## config.mk

```make
export PLATFORM = sky130hd
export DESIGN_NAME = sim_ctrl_mmio
export DESIGN_NICKNAME = d
export VERILOG_FILES = /design/src/rtl/sim_ctrl_mmio.sv
export SDC_FILE = /design/constraint.sdc
export NUM_CORES = 1
export LEC_CHECK = 0
export CORE_MARGIN = 4
export CORE_UTILIZATION = 52
export DETAILED_ROUTE_END_ITERATION = 8
export GPL_ROUTABILITY_DRIVEN = 0
export HOLD_SLACK_MARGIN = 0.03
export PLACE_DENSITY = 0.89
export REMOVE_ABC_BUFFERS = 1
export SYNTH_ARGS = -nofsm -noshare
export SYNTH_HDL_FRONTEND = slang
export SYNTH_SLANG_ARGS = --single-unit
```

## constraint.sdc

```tcl
create_clock -name clock -period 6.7 [get_ports clock]
set_input_delay 1.675 -clock clock [delete_from_list [all_inputs] [get_ports clock]]
set_output_delay 1.675 -clock clock [all_outputs]
set_load 0.005 [all_outputs]
```

## src/rtl/sim_ctrl_mmio.sv

```systemverilog
// Simulation-control MMIO responder: a char-output port feeding a console byte
// FIFO and a halt port that drains the FIFO before raising a sticky io_halt.

module sim_ctrl_fifo #(
  parameter int DEPTH = 8,
  localparam int AW = $clog2(DEPTH),
  localparam int CW = $clog2(DEPTH) + 1
) (
  input  logic          clk,
  input  logic          rst,
  input  logic          push,
  input  logic [7:0]    din,
  input  logic          pop,
  output logic [7:0]    dout,
  output logic [CW-1:0] count
);
  logic [DEPTH-1:0][7:0] mem;
  logic [AW-1:0]         wptr, rptr;
  logic                  pop_ok;

  // Pointers wrap for free because DEPTH is a power of two.
  assign pop_ok = pop & (count != '0);
  assign dout   = mem[rptr];

  always_ff @(posedge clk) begin
    if (rst) begin
      mem   <= '0;
      wptr  <= '0;
      rptr  <= '0;
      count <= '0;
    end else begin
      if (push) begin
        mem[wptr] <= din;
        wptr      <= wptr + AW'(1);
      end
      if (pop_ok)
        rptr <= rptr + AW'(1);
      case ({push, pop_ok})
        2'b10:   count <= count + CW'(1);
        2'b01:   count <= count - CW'(1);
        default: count <= count;
      endcase
    end
  end
endmodule

module sim_ctrl_mmio #(
  parameter int          DEPTH     = 8,
  parameter logic [31:0] CHAR_ADDR = 32'h0003_0000,
  parameter logic [31:0] HALT_ADDR = 32'h0003_0004
) (
  input  logic        clock,
  input  logic        reset,
  input  logic        ready,
  input  logic        io_req_valid,
  output logic        io_req_ready,
  input  logic        io_req_write,
  input  logic [31:0] io_req_addr,
  input  logic [31:0] io_req_wdata,
  output logic        io_resp_valid,
  output logic [31:0] io_resp_rdata,
  output logic        io_out_valid,
  output logic [7:0]  io_out_bits,
  input  logic        io_out_ready,
  output logic        io_halt,
  output logic [7:0]  io_exitCode
);
  localparam int CW = $clog2(DEPTH) + 1;

  typedef enum logic [1:0] {RUN, DRAIN, HALTED} state_t;

  state_t        state, state_d;
  logic [CW-1:0] count;
  logic          full, accept, is_char, is_halt;
  logic          push, pop, halt_st, char_ld;
  logic [7:0]    exit_code;
  logic          unused_wdata;

  assign unused_wdata = ^io_req_wdata[31:8];

  // full comes from the registered count, so io_out_ready never reaches io_req_ready.
  assign full         = (count == CW'(DEPTH));
  assign io_req_ready = ~reset & ready & (state == RUN) & ~full;
  assign accept       = io_req_valid & io_req_ready;
  assign is_char      = (io_req_addr == CHAR_ADDR);
  assign is_halt      = (io_req_addr == HALT_ADDR);
  assign push         = accept & io_req_write & is_char;
  assign halt_st      = accept & io_req_write & is_halt;
  assign char_ld      = accept & ~io_req_write & is_char;
  assign pop          = io_out_valid & io_out_ready;

  sim_ctrl_fifo #(.DEPTH(DEPTH)) u_fifo (
    .clk   (clock),
    .rst   (reset),
    .push  (push),
    .din   (io_req_wdata[7:0]),
    .pop   (pop),
    .dout  (io_out_bits),
    .count (count)
  );

  assign io_out_valid = (count != '0);
  assign io_halt      = (state == HALTED);
  assign io_exitCode  = exit_code;

  always_comb begin
    state_d = state;
    case (state)
      RUN:     if (halt_st) state_d = DRAIN;
      DRAIN:   if (count == '0) state_d = HALTED;
      HALTED:  state_d = HALTED;
      default: state_d = RUN;
    endcase
  end

  always_ff @(posedge clock) begin
    if (reset) begin
      state         <= RUN;
      io_resp_valid <= 1'b0;
      io_resp_rdata <= '0;
      exit_code     <= '0;
    end else begin
      state         <= state_d;
      io_resp_valid <= accept;
      // Occupancy is sampled in the accept cycle, before this edge's push/pop.
      io_resp_rdata <= char_ld ? {{(32-CW){1'b0}}, count} : 32'h0;
      if (halt_st)
        exit_code <= io_req_wdata[7:0];
    end
  end
endmodule

```

Word level (Yosys, flattened, before mapping)
Index checks and enable logic that the tools add are counted.

word-level totals
  output and inout port bits = 52
  register bits = 117
  word-level logic and storage cells = 63
  bits of input ports = 70

cells by class
  add/subtract/negate cells = 4
  magnitude comparators = 3
  equal/unequal tests = 9
  bitwise gates (word level) = 15
  mux-type cells = 9
  reductions and logical operators = 7

operator list
  operator                                                            count
  bitwise mux 64 bit                                                  1
  == test 32 x 18 -> 1 bit (second input constant)                    2
  binary-select mux 8 bit (select 3 bit)                              1
  demux 8 bit (select 3 bit)                                          1
  two-way mux 8 bit                                                   2
  AND 1 bit                                                           11
  less-than comparator 3 x 4 -> 1 bit (second input constant)         2
  case mux 4 bit (2 select lines)                                     1
  adder 3 x 1 -> 3 bit (second input constant)                        2
  case mux 2 bit (3 select lines)                                     1
  adder 4 x 1 -> 4 bit (second input constant)                        1
  == test 2 x 1 -> 1 bit (second input constant)                      2
  == test 2 bit (second input constant)                               2
  == test 4 bit (second input constant)                               1
  zero test 4 bit                                                     1
  two-way mux 2 bit                                                   2
  inequality test 2 bit (second input constant)                       2
  inverter 1 bit                                                      4
  nonzero test 4 bit                                                  1
  subtractor 4 x 1 -> 4 bit (second input constant)                   1
  greater-or-equal comparator 3 x 1 -> 1 bit (second input constant)  1
  zero test 2 bit                                                     1
  AND reduction 2 bit                                                 1
  nonzero test 2 bit                                                  1
  2 further kinds                                                     2

Longest topological paths before layout
  depth in word-level cells = 9
  gate-level depth with buffers = 14
  gate-level depth less buffers = 13

By module
A second synthesis with hierarchy kept.

unflattened totals
  cell total of the unflattened synthesis = 475
  area total of the unflattened synthesis = 4,314.1 um^2

by module, submodules not included
  module         cells each  area an instance (um^2)  instances  sequential area each (um^2)
  sim_ctrl_fifo  372         3,358.2                  1          1,481.4
  sim_ctrl_mmio  103         955.9                    1          300.3

Worst setup path before layout
Ideal clock, no wire load.

  path type = input port to output port
  start = input port reset
  end = output port io_req_ready
  path buffers = 2
  arrival time = 2.262 ns
  stages on the path = 3
  path slack = 2.763 ns
  required time = 5.025 ns
  cells stage by stage = clkbuf_1 clkbuf_1 nor3_1

on the way
  cells in the longest elaborated chain, start to end = 4

RTL lines
  item                    line  source
  start: declaration      53    input logic reset,
  inverter 1 bit          83    assign io_req_ready = ~reset & ready & (state == RUN) & ~full;
  AND 1 bit (3 in a row)  83
  end: declaration        56    output logic io_req_ready,

Every way passes these cells.

Worst setup path in the final report
  start = input port io_req_addr[5]
  end = register u_fifo.count[2]

on the way
  cells in the longest elaborated chain, start to end = 4
  elaborated cells between the ends (all ways) = 6
  classes of those cells = eq/ne (3); mux (1); bitwise (1); reduce/logical (1)

RTL lines
  item                                                                   line  source
  start: declaration                                                     58    input logic [31:0] io_req_addr,
  == test 32 x 18 -> 1 bit *                                             85    assign is_char = (io_req_addr == CHAR_ADDR);
  AND 1 bit *                                                            87    assign push = accept & io_req_write & is_char;
  == test 2 x 1 -> 1 bit or == test 2 bit (tied branches)                38    case ({push, pop_ok})
  case mux 4 bit (2 select lines) or nonzero test 2 bit (tied branches)  n/a
  end signal: assignment                                                 39    2'b10: count <= count + CW'(1);
  end signal: assignment                                                 40    2'b01: count <= count - CW'(1);
  end signal: assignment                                                 41    default: count <= count;
  end: declaration                                                       15    output logic [CW-1:0] count

Mark *: on every way between the ends. The rest lies on a longest branch, timed or not.
A chain may end at the register's enable or synchronous reset.

==> impl_metrics.py <==
metrics = {
    "floorplan": {
        "rows": 33,
        "core_mm2": 0.00826,
        "die_w_um": 100,
        "initial_utilization_pct": 53.8,
        "ioPinCount": 122,
        "die-area_mm2": 0.0101,
        "die_y_um": 100,
    },
    "place": {
        "detailed_place_hpwl_mm": 6.47,
        "portBuffers": 69,
        "post-place-ws_ns": 1.59,
    },
    "logic_synthesis": {
        "ys_seq_area_share_pct": 40.1,
        "synth.largest_area_cell": "dfxtp_1",
        "ys_ff_latch": 89,
        "ys.flop_type": "dfxtp_1",
        "synthDistinctLibCells": 40,
        "async_flop_share_pct": 0,
        "yosys_warnings": 0,
        "syn_area_per_cell_um2": 10.7,
        "synth-edff-count": 0,
        "synth_top_area_share_pct": 40.1,
        "syn-cell-area_mm2": 0.00444,
        "yosys-top-cells-area": "dfxtp_1 (40%), mux2i_1 (17%), mux4_2 (8.1%)",
        "netlist_instances": 417,
    },
    "timing": {
        "period_share_pct": 70.6,
        "max_freq_ghz": 0.211,
        "skew_ns": 0.0115,
        "tightest_slew_ns": 1.01,
        "finalSetupViolations": 0,
        "rsz0062_at_grt": "no",
        "maxSlewHeadroom_pct": 32.3,
        "worst_slack_ns": 1.97,
        "finalHoldViolations": 0,
        "tns_ns": 0,
        "slew_violations": 0,
        "period_minus_slack_ns": 4.73,
    },
    "clock_tree": {
        "clockBufferDepth": 2,
        "tritoncts": "done",
        "cts_resized": 0,
        "cts.sinks": 89,
        "cts_buffers": 9,
        "cts_max_level": 3,
        "clockRootBuffer": "clkbuf_8",
        "clock_latency_ns": 0.36,
        "postCtsHoldBufs": 0,
        "clkTransAtPathRegs_ns": 0.08,
        "post_cts_buffers": 0,
    },
    "cells_and_area": {
        "layout-drive-gt1-share_pct": 12.4,
        "fin_util_pct": 63.3,
        "final_net_count": 549,
        "antenna_cells": 0,
        "syn2layout_area_growth_pct": 17.7,
    },
    "global_routing": {
        "antenna_found_initial": 0,
        "grt_max_degree": 87,
        "grt_pass1_vias": 3126,
        "grt_usage_pct": 19.9,
        "globalRouteOverflowTotal": 0,
        "grt_pass1_wl_mm": 15.6,
    },
    "critical_path": {
        "worst_setup_path_end_kind": "register",
        "crit_type": "in2reg",
        "crit_fanout": 12,
        "critPathLaunchType": "input pin",
        "cp.required_ns": 6.99,
        "r2r.worst_path.cells": 14,
        "cp.arrival_ns": 5.01,
    },
    "routing": {
        "wire_per_inst_um": 16.5,
        "antenna_left": 0,
        "viasPerCell": 5.37,
        "vias": 3108,
        "drc_errors": 0,
        "wirelength_mm": 9.58,
        "dr.pass1.iters": 4,
        "drtIter0Drc": 108,
    },
    "job": {
        "cap_violations": 0,
    },
    "pwr": {
        "seqPwrFrac_pct": 55.8,
        "power.density_mw_per_mm2": 181,
        "p_comb_share_pct": 5.8,
        "switching_share_pct": 22.1,
        "leakagePower_nw": 2.46,
        "clkPwrFrac_pct": 38.4,
        "ir_worst_vdd_mv": 0.124,
        "internal_power_uw": 738,
        "power.switching_uw": 210,
    },
    "worst_hold_path": {
        "whs_path_depth": 2,
        "hold_class": "reg2reg",
    },
    "outcome": {
        "status": "complete, no violations",
    },
}
-- critical path, cell delays in order --
cell and delay [ns]:
clkdlybuf4s50_1 0.40, nor4_1 0.27, and4_1 0.81, and4_1 0.46
inv_1 0.10, ha_1 0.27, xor2_1 0.16, ha_1 0.18
a21oi_1 0.14, xor2_1 0.09, or3_1 0.31, a21oi_1 0.14
-- final timing paths --
kind | start | to | slack [ns]
hold reg to reg | io_exitCode[3]$_SDFFE_PP0P_ | io_exitCode[3]$_SDFFE_PP0P_ | 0.50
setup reg to reg | state[0]$_SDFFE_PP0P_ | u_fifo.count[2]$_SDFFE_PP0P_ | 3.56
setup / recovery | io_req_addr[5] | u_fifo.count[2]$_SDFFE_PP0P_ | 1.97
hold / removal | io_exitCode[3]$_SDFFE_PP0P_ | io_exitCode[3]$_SDFFE_PP0P_ | 0.50
-- logic make-up after synthesis --
group | after synthesis | synth area share, %
DFF | 89 | 40.1
adders and majority gates | 9 | 2.53
other | 1 | 0.0844
buffers and inverters | 62 | 8.36
and+or+nand+nor | 139 | 18.8
muxes | 100 | 27.3
xor gates and xnor gates | 7 | 1.38
AOI/OAI and AO/OA | 10 | 1.52
-- cell usage after synthesis, types with 2 or more instances --
| library cell | number |
|---|---|
| buf_4 | 29 |
| nor4_1 | 8 |
| nand2b_1 | 7 |
| mux4_2 | 16 |
| nand3b_1 | 3 |
| buf_6 | 3 |
| clkbuf_1 | 18 |
| ha_1 | 9 |
| buf_1 | 2 |
| dfxtp_1 | 89 |
| mux2i_1 | 76 |
| nor4b_1 | 5 |
| mux2_2 | 8 |
| a21oi_1 | 5 |
| nand2_1 | 5 |
| and4_1 | 4 |
| buf_2 | 6 |
| nor4b_4 | 2 |
| or3b_2 | 2 |
| inv_1 | 4 |
| xor2_1 | 6 |
| nor2_1 | 85 |
| nand4_4 | 7 |
| nand4_2 | 2 |
-- sequential cells by signal, summed over array words and instances, names as in the netlist --
register	count
u_fifo.count	4
u_fifo.mem	64
u_fifo.rptr	3
io_resp_rdata	4
io_resp_valid	1
u_fifo.wptr	3
state	2
io_exitCode	8
-- stage by stage --
step / instance area [um^2] / instances / total power [mW] / hold WS, ns
after floorplan: 4190 / 386 / 0.552 / 0.458
after global placement: 5040 / 564 / 0.594 / 0.470
after detailed placement: 5040 / 564 / 0.595 / 0.484
after CTS: 5230 / 579 / 0.956 / 0.503
after global routing: 5230 / 579 / 0.985 / 0.518
final: 5230 / 579 / 0.948 / 0.500
-- cell type report --
| cell class | count | area (um^2) |
|---|---|---|
| fill | 655 | 3030 |
| multi-input combinational | 293 | 2390 |
| sequential | 89 | 1780 |
| timing repair buffer | 73 | 716 |
| clock buffer | 11 | 141 |
| tap | 105 | 131 |
| clock inverter | 4 | 51.3 |
| inverter | 4 | 15.0 |
-- cells in the final DEF (no fill, tap or decap), types with 2 or more instances in the layout --
cell             count
nand2_1              5
nor4b_4              2
mux4_2              16
nand4_2              2
nor4b_1              5
conb_1              28
nor4_1               8
or3b_2               2
xor2_1               6
and4_1               4
nand4_4              7
mux2_2               8
clkbuf_8            10
a21oi_1              5
nand3b_1             3
ha_1                 9
nor2_1              85
dfxtp_1             89
nand2b_1             7
buf_4                4
clkdlybuf4s50_1     68
mux2i_1             76
inv_1                4
-- power by group through the flow --
stage	Clock, mW	Sequential [mW]	Combinational [mW]
6_report	0.364	0.529	0.0546
5_1_grt	0.397	0.529	0.0590
4_1_cts	0.373	0.529	0.0542
3_5_place_dp	0	0.541	0.0540
3_3_place_gp	0	0.541	0.0524
2_1_floorplan	0	0.541	0.0104
-- routing by layer --
metal  share of wire [%]  track usage (%)  wire length, um  vias to the layer above
li1                    -                -                -                     1505
met1                  42             24.6             4010                     1493
met2                  51             34.3             4850                       92
met3                 5.7             4.78              542                       18
met4                 1.9             6.22              184                        0
met5                   0                0                0                        -
(Power assumes the default switching activity.)
